File: src/rtl/serial_adder.sv
// Bit-serial adder: one full-adder cell and a carry flop compute {cout, sum} = a + b + cin
// over WIDTH cycles, with a start/busy/done handshake and registered results.
module serial_adder #(
    parameter int WIDTH = 8,
    localparam int CW = (WIDTH > 1) ? $clog2(WIDTH) : 1
) (
    input  logic             clk,
    input  logic             rst_n,
    input  logic             start,
    input  logic [WIDTH-1:0] a,
    input  logic [WIDTH-1:0] b,
    input  logic             cin,
    output logic             busy,
    output logic             done,
    output logic [WIDTH-1:0] sum,
    output logic             cout
);

    typedef enum logic [1:0] {
        IDLE = 2'd0,
        RUN  = 2'd1,
        DONE = 2'd2
    } state_t;

    state_t           state;
    state_t           next_state;
    logic [WIDTH-1:0] a_sh;
    logic [WIDTH-1:0] b_sh;
    logic [WIDTH-1:0] res_sh;
    logic [WIDTH-1:0] res_next;
    logic [CW-1:0]    cnt;
    logic             carry;
    logic             carry_next;
    logic             bit_sum;
    logic             accept;
    logic             last_bit;

    assign bit_sum    = a_sh[0] ^ b_sh[0] ^ carry;
    assign carry_next = (a_sh[0] & b_sh[0]) | (a_sh[0] & carry) | (b_sh[0] & carry);
    assign res_next   = {bit_sum, res_sh[WIDTH-1:1]};
    assign accept     = start && ((state == IDLE) || (state == DONE));
    assign last_bit   = (cnt == CW'(WIDTH - 1));

    // Both handshake outputs decode the state register, so no input reaches them combinationally.
    assign busy = (state == RUN);
    assign done = (state == DONE);

    always_ff @(posedge clk or negedge rst_n) begin
        if (!rst_n) begin
            state <= IDLE;
        end else begin
            state <= next_state;
        end
    end

    always_comb begin
        next_state = state;
        case (state)
            IDLE:    if (start) next_state = RUN;
            RUN:     if (last_bit) next_state = DONE;
            DONE:    next_state = start ? RUN : IDLE;
            default: next_state = IDLE;
        endcase
    end

    // Result bits enter at the MSB so the first (LSB) bit ends up at position 0 after WIDTH shifts.
    always_ff @(posedge clk or negedge rst_n) begin
        if (!rst_n) begin
            a_sh   <= '0;
            b_sh   <= '0;
            res_sh <= '0;
            carry  <= 1'b0;
            cnt    <= '0;
            sum    <= '0;
            cout   <= 1'b0;
        end else if (accept) begin
            a_sh   <= a;
            b_sh   <= b;
            res_sh <= '0;
            carry  <= cin;
            cnt    <= '0;
        end else if (state == RUN) begin
            a_sh   <= a_sh >> 1;
            b_sh   <= b_sh >> 1;
            res_sh <= res_next;
            carry  <= carry_next;
            cnt    <= cnt + 1'b1;
            if (last_bit) begin
                sum  <= res_next;
                cout <= carry_next;
            end
        end
    end

endmodule

File: config.mk
export PLATFORM = sky130hd
export DESIGN_NAME = serial_adder
export DESIGN_NICKNAME = d
export VERILOG_FILES = /design/src/rtl/serial_adder.sv
export SDC_FILE = /design/constraint.sdc
export NUM_CORES = 1
export LEC_CHECK = 0
export CORE_AREA = 2 2 74 76
export CTS_BUF_LIST = sky130_fd_sc_hd__clkbuf_4
export DETAILED_ROUTE_END_ITERATION = 10
export DIE_AREA = 0 0 76 78
export GPL_TIMING_DRIVEN = 1
export PLACE_DENSITY = 0.56
export SETUP_SLACK_MARGIN = 0.15
export SLEW_MARGIN = 20
export SYNTH_ARGS = -nofsm -noshare
export SYNTH_HDL_FRONTEND = slang
export SYNTH_SLANG_ARGS = --single-unit
File: constraint.sdc
create_clock -name clk -period 1.4 [get_ports clk]
set_input_delay 0.14 -clock clk [delete_from_list [all_inputs] [get_ports clk]]
set_output_delay 0.14 -clock clk [all_outputs]
set_load 0.05 [all_outputs]
Word level (Yosys, flattened, before mapping)
Cells that the tools add are included.
- add/sub/neg operators: 1
- equality and inequality tests: 5
- multiplexer cells: 14
- bitwise gates (word level): 8
- reduce and logical (&&, ||, !) cells: 6
- operators by type and width (operator ; number):
    $mux 8 ; 6
    $mux 3 ; 2
    $pmux 2 s3 ; 1
    $mux 2 ; 2
    $add 3x1->3 const B ; 1
    $and 1x1->1 ; 3
    $eq 3x3->1 const B ; 1
    $mux 1 ; 3
    $reduce_and 3->1 ; 1
    $eq 2x1->1 const B ; 1
    $eq 2x2->1 const B ; 1
    $logic_not 2->1 ; 1
    $ne 2x1->1 const B ; 1
    $ne 2x2->1 const B ; 1
    $or 1x1->1 ; 2
    $reduce_and 2->1 ; 1
    $reduce_bool 2->1 ; 1
    $xor 1x1->1 ; 2
    $logic_and 1x1->1 ; 1
    $logic_or 1x1->1 ; 1
    $not 1->1 ; 1
- register bits after elaboration: 39
- bits of input ports: 20
- output and inout port bits: 11
- logic and storage cells: 42

Depth between registers and ports, before layout
Gate-level depths: netlist (run 1).
- depth after elaboration: 5
- gate-level depth with buffers: 4
- mapped depth without buffers: 4

Least setup slack after synthesis (run 1)
OpenSTA, ideal clock, no wires.
- path type: register to output
- start: register state[1]
- end: output port done
- data arrival time: 1.311 ns
- required time: 1.260 ns
- path slack: -0.051 ns
- stages on the path, launching flop included: 3
- path buffers: 1
- cells stage by stage: dfrtp_1 > buf_4 > nor2b_1
- cells in the longest elaborated chain, start to end: 1
- RTL lines (element ; line ; RTL):
    start, declared ; 25 ; state_t state;
    start signal, assigned ; 52 ; state <= next_state;
    $eq 2x2->1 ; 46 ; assign done = (state == DONE);
    end, declared ; 14 ; output logic done,
No other way between the ends.

Worst setup path after layout (run 1)
- start: register cnt[0]
- end: register cnt[2]
- cells in the longest elaborated chain, start to end: 3
- RTL lines (element ; line ; RTL):
    start, declared ; 31 ; logic [CW-1:0] cnt;
    start signal, assigned ; 87 ; cnt <= cnt + 1'b1;
    $add 3x1->3 ; 87 ;
    $mux 3 ; 82 ; end else if (state == RUN) begin
    $mux 3 ; 76 ; end else if (accept) begin
No other way between the ends. The select of a mux whose other input is x is not followed.
A chain may end at the register's enable or synchronous reset.

==> results of run 1 <==
## cell families after synthesis
| kind of cell | Yosys count | share of synthesized area |
|---|---|---|
| AO/OA/AOI/OAI | 43 | 0.171 |
| adder cells (fa/ha/maj) | 3 | 0.0267 |
| buffers and inverters | 19 | 0.0593 |
| flip-flops | 38 | 0.563 |
| multiplexers | 20 | 0.128 |
| AND/OR/NAND/NOR | 12 | 0.0511 |
## flip-flops by register name, indices dropped and copies added, names as in the netlist
register / cells
carry: 1
res_sh: 7
sum: 8
a_sh: 8
cnt: 3
cout: 1
state: 2
b_sh: 8
## cell type report
type                    count  area [µm²]  area share
flip-flops and latches     38         952       0.373
multi-input cells          79         810       0.317
repair buffers             58         602       0.236
well taps                  70        87.6      0.0343
inverters                  12        57.6      0.0226
clock buffers               5        37.5      0.0147
clock inverters             1        3.75     0.00147
## worst max-delay path, cell delays in order (launching register included)
cell and delay (ns):
dfrtp_1 0.42, ha_2 0.20, ha_4 0.20, mux2_4 0.26
a22o_1 0.18
## per-layer routing
metal / track usage / part of all wire / routed length [µm]
met2: 0.217 / 0.48 / 1780
met4: 0.0655 / 0.0054 / 20
met1: 0.173 / 0.46 / 1710
met5: 0 / 0 / 0
met3: 0.0360 / 0.044 / 163
## Yosys cell counts, drive strengths merged
| cell type | count | area [µm²] |
|---|---|---|
| a211oi | 6 | 45.0 |
| a21o | 1 | 15.0 |
| a21oi | 15 | 75.1 |
| a22o | 10 | 87.6 |
| buf | 7 | 50.1 |
| clkinv | 1 | 8.76 |
| dfrtp | 38 | 951 |
| fa | 1 | 20.0 |
| ha | 2 | 25.0 |
| inv | 11 | 41.3 |
| mux2 | 13 | 146 |
| mux2i | 7 | 70.1 |
| nand2 | 1 | 11.3 |
| nand2b | 2 | 20.0 |
| nand3 | 1 | 5.00 |
| nor2 | 1 | 6.26 |
| nor2b | 7 | 43.8 |
| o21ai | 2 | 10.0 |
| o22ai | 9 | 56.3 |
## repair_timing
| action | CTS | global route |
|---|---|---|
| setup buffers | 14 | 1 |
| endpoints found under the setup margin | 17 | 32 |
| gates cloned | 1 | 1 |
| resized for setup | 7 | 25 |
| pin swaps | 2 | 1 |
| hold buffers | 1 | 0 |
| hold endpoints to repair | 38 | 0 |
## metrics by stage
stage	std cells	setup WS (ns)
after detailed placement	239	0.0147
after global placement	239	0.0237
after global routing	263	-0.0119
after CTS	261	0.0222
final	263	0.0164
after floorplan	135	0.100
## power breakdown
part	switching [mW]	internal [mW]	total, mW
Sequential	0.398	1.60	1.99
Clock	0.330	0.172	0.502
Combinational	1.47	1.68	3.15
## worst max path at each step
stage / start / end / slack (ns)
2_1_floorplan: cnt[1]$_DFFE_PN0P_ / cnt[2]$_DFFE_PN0P_ / 0.10
3_3_place_gp: start / cnt[0]$_DFFE_PN0P_ / 0.02
3_5_place_dp: start / cnt[0]$_DFFE_PN0P_ / 0.01
4_1_cts: state[0]$_DFFE_PN0P_ / busy / 0.02
5_1_grt: state[0]$_DFFE_PN0P_ / busy / -0.01
6_report: cnt[0]$_DFFE_PN0P_ / cnt[2]$_DFFE_PN0P_ / 0.02
==> results.yml, run 1 <==
power_and_ir_drop:
  leakagePower_nw: 1.15
  pwr_density_cell_mw_per_mm2: 2210
  report.power.total_mw: 5.64
  peakVddDrop_uv: 836
floorplanning:
  io_pins: 31
  fp-row-count: 26
  die_width_um: 76
  initial_utilization: 0.335
  die_h_um: 78
  dieArea_mm2: 0.00593
  core_area_mm2: 0.00504
yosys:
  synthCells: 135
  synth_cell_types: 22
  synth_area_mm2: 0.00169
  synth_fp_nets: 158
  synth.avg_cell_area_um2: 12.5
  ys_warn_count: 0
  ys_seq_area_frac: 0.563
  ys_ff_latch: 38
drt:
  wl_per_cell_um: 14.0
  vias: 1223
  firstDrtPassIters: 4
  via_per_inst: 4.65
  ant_nets: 0
  drtIter0Drc: 52
  drc: 0
  finalWirelength_um: 3680
cells_and_area:
  fin_area_mm2: 0.00255
  n_fill_cell: 446
  final_cell_mix: "37 x dfrtp_1, 23 x buf_4, 18 x clkdlybuf4s50_1"
  final_common_cell: "dfrtp_1"
  nNetsFinal: 217
  num_antenna_cells: 0
  area_growth_pct: 51.1
  utilization: 0.506
  drive_gt1_frac: 0.420
clock_tree:
  clk_pin_slew_ns: 0.11
  cts_tree: "built"
  clk_latency_ns: 0.34
  cts.sink_count: 38
  cts_max_level: 2
  cts_made_buffers: 5
  cts_root_buffer: "clkbuf_4"
  clockBufferDepth: 2
placement:
  place.gp.congestion: 0.751
  placed_cell_area_mm2: 0.00223
  portBuffers: 30
  dp_hpwl_um: 2340
grt:
  track_usage: 0.136
  grt_overflow: 0
  grt_pass1_wl_um: 6300
  grt_pass1_vias: 1346
  grt_max_degree: 39
  antenna_found_initial: 0
worst_setup_path:
  reg2reg_to: "cnt[2]$_DFFE_PN0P_"
  r2r_slack_ns: 0.02
  r2r-start: "cnt[0]$_DFFE_PN0P_"
  worstPathArrival_ns: 1.62
  worst_setup_path_end_kind: "register"
  timing_worst_setup_path_type: "reg -> reg"
  rr_worst_depth: 4
  path_max_fanout: 2
  worstPathRequired_ns: 1.63
  start_kind: "register"
timing:
  slew_violations: 0
  finClkSkew_ns: 0.0105
  hold_ws_ns: 0.369
  rsz0062_at_grt: "true"
  period_share: 0.988
  tightest_slew_ns: 0.494
  finalCriticalPeriod_ns: 1.38
  slew_headroom: 0.671
  setup_violations: 0
  fin_tns_setup_ns: 0
  finalHoldViolations: 0
  fmax_ghz: 0.723
run:
  maxCapViolCount: 0
status:
  status: "complete, no violations"
min_path:
  hp-class: "in -> async"
No activity file was read; power rests on OpenSTA's default activity.
==> run 2, diff against run 1 <==
CELL_PAD_IN_SITES_DETAIL_PLACEMENT = 0   (was not set)
CELL_PAD_IN_SITES_GLOBAL_PLACEMENT = 1   (was not set)
PLACE_DENSITY = 0.67   (was 0.56)
==> run 2 against run 1 <==
  * Sequential cell count is the same
  * Die area unchanged
  * Worst hold slack worse by 0.014 ns
  * Design area rose by 4.8%
  * Critical path depth unchanged
  * First-iteration DRC count increased by 27%
  * Critical path type unchanged
  * Largest cell class unchanged
==> results.yml, run 2 (synthesis results as in run 1) <==
grt:
  grt_overflow: 0
  antenna_found_initial: 0
  grt_pass1_wl_um: 5920
  grt_max_degree: 39
  track_usage: 0.129
  grt_pass1_vias: 1262
placement:
  dp_hpwl_um: 2330
  placed_cell_area_mm2: 0.00223
  place.gp.congestion: 0.732
  portBuffers: 30
  pre_cts_ws_ns: 0.0233
clock_tree:
  cts_max_level: 2
  clk_pin_slew_ns: 0.12
  cts_root_buffer: "clkbuf_4"
  cts_made_buffers: 5
  cts.sink_count: 38
  clk_latency_ns: 0.35
  clockBufferDepth: 2
  cts_tree: "built"
cells_and_area:
  num_antenna_cells: 0
  final_cell_mix: "37 x dfrtp_1, 19 x buf_4, 18 x clkdlybuf4s50_1"
  n_fill_cell: 423
  final_common_cell: "dfrtp_1"
  drive_gt1_frac: 0.454
  nNetsFinal: 216
  fin_area_mm2: 0.00267
  top_regs: "a_sh x8, b_sh x8, sum x8"
  area_growth_pct: 58.3
worst_setup_path:
  path_max_fanout: 2
  critPathSlowestCell: "dfrtp_1"
  r2r-start: "cnt[1]$_DFFE_PN0P_"
  start_kind: "register"
  r2r_slack_ns: 0.04
  critical-path-top-delay-family: "flip-flops"
  worstPathArrival_ns: 1.60
  worst_setup_path_end_kind: "register"
  rr_worst_depth: 4
  crit_path_cell_trace: "ha_2 -> ha_4 -> mux2_4 -> a22o_1"
  max_stage_delay_ns: 0.40
  reg2reg_to: "cnt[2]$_DFFE_PN0P_"
  worstPathRequired_ns: 1.64
  timing_worst_setup_path_type: "reg -> reg"
  crit_buf_inv: 0
drt:
  ant_nets: 0
  wl_per_cell_um: 14.5
  via_per_inst: 4.81
  firstDrtPassIters: 4
  finalWirelength_um: 3840
  drc: 0
  drtIter0Drc: 66
  vias: 1271
timing:
  finalHoldViolations: 0
  layout_setup_ws_ns: 0.0448
  slew_headroom: 0.688
  fin_tns_setup_ns: 0
  fmax_ghz: 0.738
  finalCriticalPeriod_ns: 1.36
  period_share: 0.968
  slew_violations: 0
  finClkSkew_ns: 0.00844
  rsz0062_at_grt: "true"
  hold_ws_ns: 0.356
  tightest_slew_ns: 0.468
  setup_violations: 0
floorplanning:
  fp-row-count: 26
  dieArea_mm2: 0.00593
  initial_utilization: 0.335
  io_pins: 31
  core_area_mm2: 0.00504
  die_h_um: 78
  die_width_um: 76
run:
  maxCapViolCount: 0
min_path:
  hp-class: "in -> async"
status:
  status: "complete, no violations"
power_and_ir_drop:
  leakagePower_nw: 1.20
  pwr_density_cell_mw_per_mm2: 2320
  peakVddDrop_uv: 968
## run 2: cell types whose count changed in the layout (fill, tap and decap cells not counted), moves of 3 or more
| cell | before | now |
|---|---|---|
| buf_4 | 23 | 19 |
| o22ai_1 | 4 | 0 |
| a21oi_1 | 13 | 8 |
| o22ai_4 | 1 | 6 |
| a211oi_1 | 1 | 4 |
| a21oi_2 | 2 | 7 |
| a211oi_2 | 5 | 2 |
## run 2: power breakdown
part | internal, mW | switching [mW]
Clock | 0.370 | 0.375
Sequential | 1.59 | 0.433
Combinational | 1.84 | 1.58
## run 2: how the worst max path moves through the flow
stage,endpoint,slack [ns],cells after the start,startpoint
3_3_place_gp,cnt[0]$_DFFE_PN0P_,0.04,4,start
6_report,cnt[2]$_DFFE_PN0P_,0.04,4,cnt[1]$_DFFE_PN0P_
2_1_floorplan,cnt[2]$_DFFE_PN0P_,0.10,4,cnt[1]$_DFFE_PN0P_
5_1_grt,done,0.001,3,state[0]$_DFFE_PN0P_
4_1_cts,done,0.03,3,state[0]$_DFFE_PN0P_
3_5_place_dp,cnt[0]$_DFFE_PN0P_,0.02,4,start
## run 2: final cells by class
type,count,area [µm²],area share
sequential,38,952,0.356
multi-input combinational,80,888,0.333
timing repair buffer,56,608,0.228
tap,70,87.6,0.0328
inverter,12,57.6,0.0215
clock inverter,3,40.0,0.0150
clock buffer,5,37.5,0.0141
## run 2: layer usage
metal	vias to the layer above	part of all wire	GRT usage
met2	36	0.48	0.211
met1	623	0.45	0.158
met5	-	0	0
li1	605	-	-
met4	0	0.017	0.0600
met3	7	0.051	0.0395
## run 2: timing repair
action	CTS	global route
hold buffers	1	0
pin swaps	2	9
cloned	1	2
hold endpoints to repair	38	0
buffers inserted	9	4
setup endpoints to repair	13	27
resized for setup	5	38
## run 2: per-stage QoR
stage           util  instances  power, mW
3_3_place_gp   0.443        239       4.53
3_5_place_dp   0.443        239       4.62
6_report       0.530        264       6.19
5_1_grt        0.530        264       6.56
4_1_cts        0.481        258       5.56
2_1_floorplan      -        135       3.71
## run 2: worst reg2reg max path: stages, from the launching register on
cell and delay (ns):
dfrtp_1 0.40, ha_2 0.20, ha_4 0.20, mux2_4 0.26
a22o_1 0.19
==> run 3, diff against run 2 <==
RECOVER_POWER = 25   (was not set)
==> run 3 against run 2 <==
  * Via count unchanged
  * Combinational power about the same
  * Worst hold slack improved by 0.024 ns
==> results.yml, run 3 (synthesis results as in run 1) <==
status:
  status: "complete, no violations"
drt:
  finalWirelength_um: 3840
  wl_met1_um: 1730
  ant_nets: 0
  drc: 0
  firstDrtPassIters: 4
  drtIter0Drc: 69
  dr_wl_met3_um: 194
  wl_per_cell_um: 14.5
  vias: 1271
  via_per_inst: 4.81
  wl_met2_um: 1860
  top_layer_used: "met4"
worst_setup_path:
  worstPathRequired_ns: 1.64
  worst_setup_path_end_kind: "register"
  start_kind: "register"
  r2r_slack_ns: 0.04
  critPathSlowestCell: "dfrtp_1"
  crit_path_cell_trace: "ha_2 -> ha_4 -> mux2_4 -> a22o_1"
  path_max_fanout: 2
  critical-path-top-delay-family: "flip-flops"
  timing_worst_setup_path_type: "reg -> reg"
  worstPathArrival_ns: 1.60
  max_stage_delay_ns: 0.40
  crit_buf_inv: 0
floorplanning:
  initial_utilization: 0.335
  core_area_mm2: 0.00504
  dieArea_mm2: 0.00593
  io_pins: 31
  fp-row-count: 26
  die_h_um: 78
  die_width_um: 76
timing:
  fmax_ghz: 0.738
  slew_violations: 0
  setup_violations: 0
  finalHoldViolations: 0
  tightest_slew_ns: 0.918
  rsz0062_at_grt: "true"
  finalCriticalPeriod_ns: 1.36
  fin_tns_setup_ns: 0
  finClkSkew_ns: 0.00844
  slew_headroom: 0.388
  period_share: 0.968
placement:
  portBuffers: 30
  dp_hpwl_um: 2330
  place.gp.congestion: 0.732
min_path:
  hp-class: "in -> reg"
grt:
  grt_max_degree: 39
  track_usage: 0.129
  grt_pass1_wl_um: 5920
  antenna_found_initial: 0
  grt_pass1_vias: 1262
  grt_overflow: 0
power_and_ir_drop:
  leakagePower_nw: 1.20
  pwr_density_cell_mw_per_mm2: 2320
  peakVddDrop_uv: 968
clock_tree:
  cts_made_buffers: 5
  cts_tree: "built"
  clk_pin_slew_ns: 0.11
  cts_max_level: 2
  cts.sink_count: 38
  clockBufferDepth: 2
  clk_latency_ns: 0.35
  cts_root_buffer: "clkbuf_4"
cells_and_area:
  utilization: 0.529
  num_antenna_cells: 0
  drive_gt1_frac: 0.454
  top_regs: "a_sh x8, b_sh x8, sum x8"
  final_cell_mix: "37 x dfrtp_1, 18 x clkdlybuf4s50_1, 18 x buf_4"
  nNetsFinal: 216
  n_fill_cell: 422
  final_common_cell: "dfrtp_1"
  area_growth_pct: 58.1
run:
  maxCapViolCount: 0
## run 3: cell types whose count changed in the layout (fill, tap and decap cells not counted), sizes merged
cell	previous run	this run
clkbuf	5	6
buf	37	36
## run 3: path summary, 6_finish.rpt
check                                         from               endpoint  cells past startpoint
worst max register to register  cnt[1]$_DFFE_PN0P_     cnt[2]$_DFFE_PN0P_                      4
max in group asynchronous                    rst_n   state[0]$_DFFE_PN0P_                      3
worst max-delay path            cnt[1]$_DFFE_PN0P_     cnt[2]$_DFFE_PN0P_                      4
worst min-delay path                          a[5]    a_sh[5]$_DFFE_PN0P_                      3
worst min register to register  sum[1]$_DFFE_PN0P_     sum[1]$_DFFE_PN0P_                      1
min in group asynchronous                    rst_n  res_sh[2]$_DFFE_PN0P_                      3
## run 3: tightest hold or removal path, stage by stage
cell,delay [ns]
clkdlybuf4s50_1,0.41
o22ai_2,0.10
a21oi_2,0.04
## run 3: where the power goes
group          leakage [nW]  total, mW  switching (mW)  internal, mW
combinational         0.688       3.41            1.58          1.84
clock                0.0450      0.745           0.375         0.370
sequential            0.464       2.03           0.433          1.59
total                  1.20       6.18            2.39          3.80
## run 3: what timing repair did
action,in CTS,in global routing
hold buffers,1,0
hold endpoints to repair,38,0
gates cloned,1,2
pin swaps,2,9
gates resized for setup,5,38
setup endpoints to repair,13,27
setup buffers,9,4
## run 3: metrics by stage
stage | std cells | setup slack [ns] | cell area, µm² | hold slack (ns) | power, mW
after detailed placement | 239 | 0.0233 | 2230 | 0.218 | 4.62
final | 264 | 0.0448 | 2670 | 0.379 | 6.18
after floorplan | 135 | 0.100 | 1760 | -0.156 | 3.71
after CTS | 258 | 0.0272 | 2420 | 0.367 | 5.56
after global placement | 239 | 0.0419 | 2230 | 0.212 | 4.53
after global routing | 264 | 0.00103 | 2670 | 0.394 | 6.56
## run 3: layer usage
metal / vias to the layer above / GRT usage
li1: 605 / -
met1: 623 / 0.158
met2: 36 / 0.211
met3: 7 / 0.0395
met4: 0 / 0.0600
met5: - / 0
## run 3: layout make-up
type                       instances  area [µm²]  share of cell area
multi-input combinational         80         888               0.333
tap                               70        87.6              0.0328
clock buffer                       5        37.5              0.0141
inverter                          12        57.6              0.0216
timing repair buffer              56         606               0.227
clock inverter                     3        40.0              0.0150
sequential                        38         952               0.357
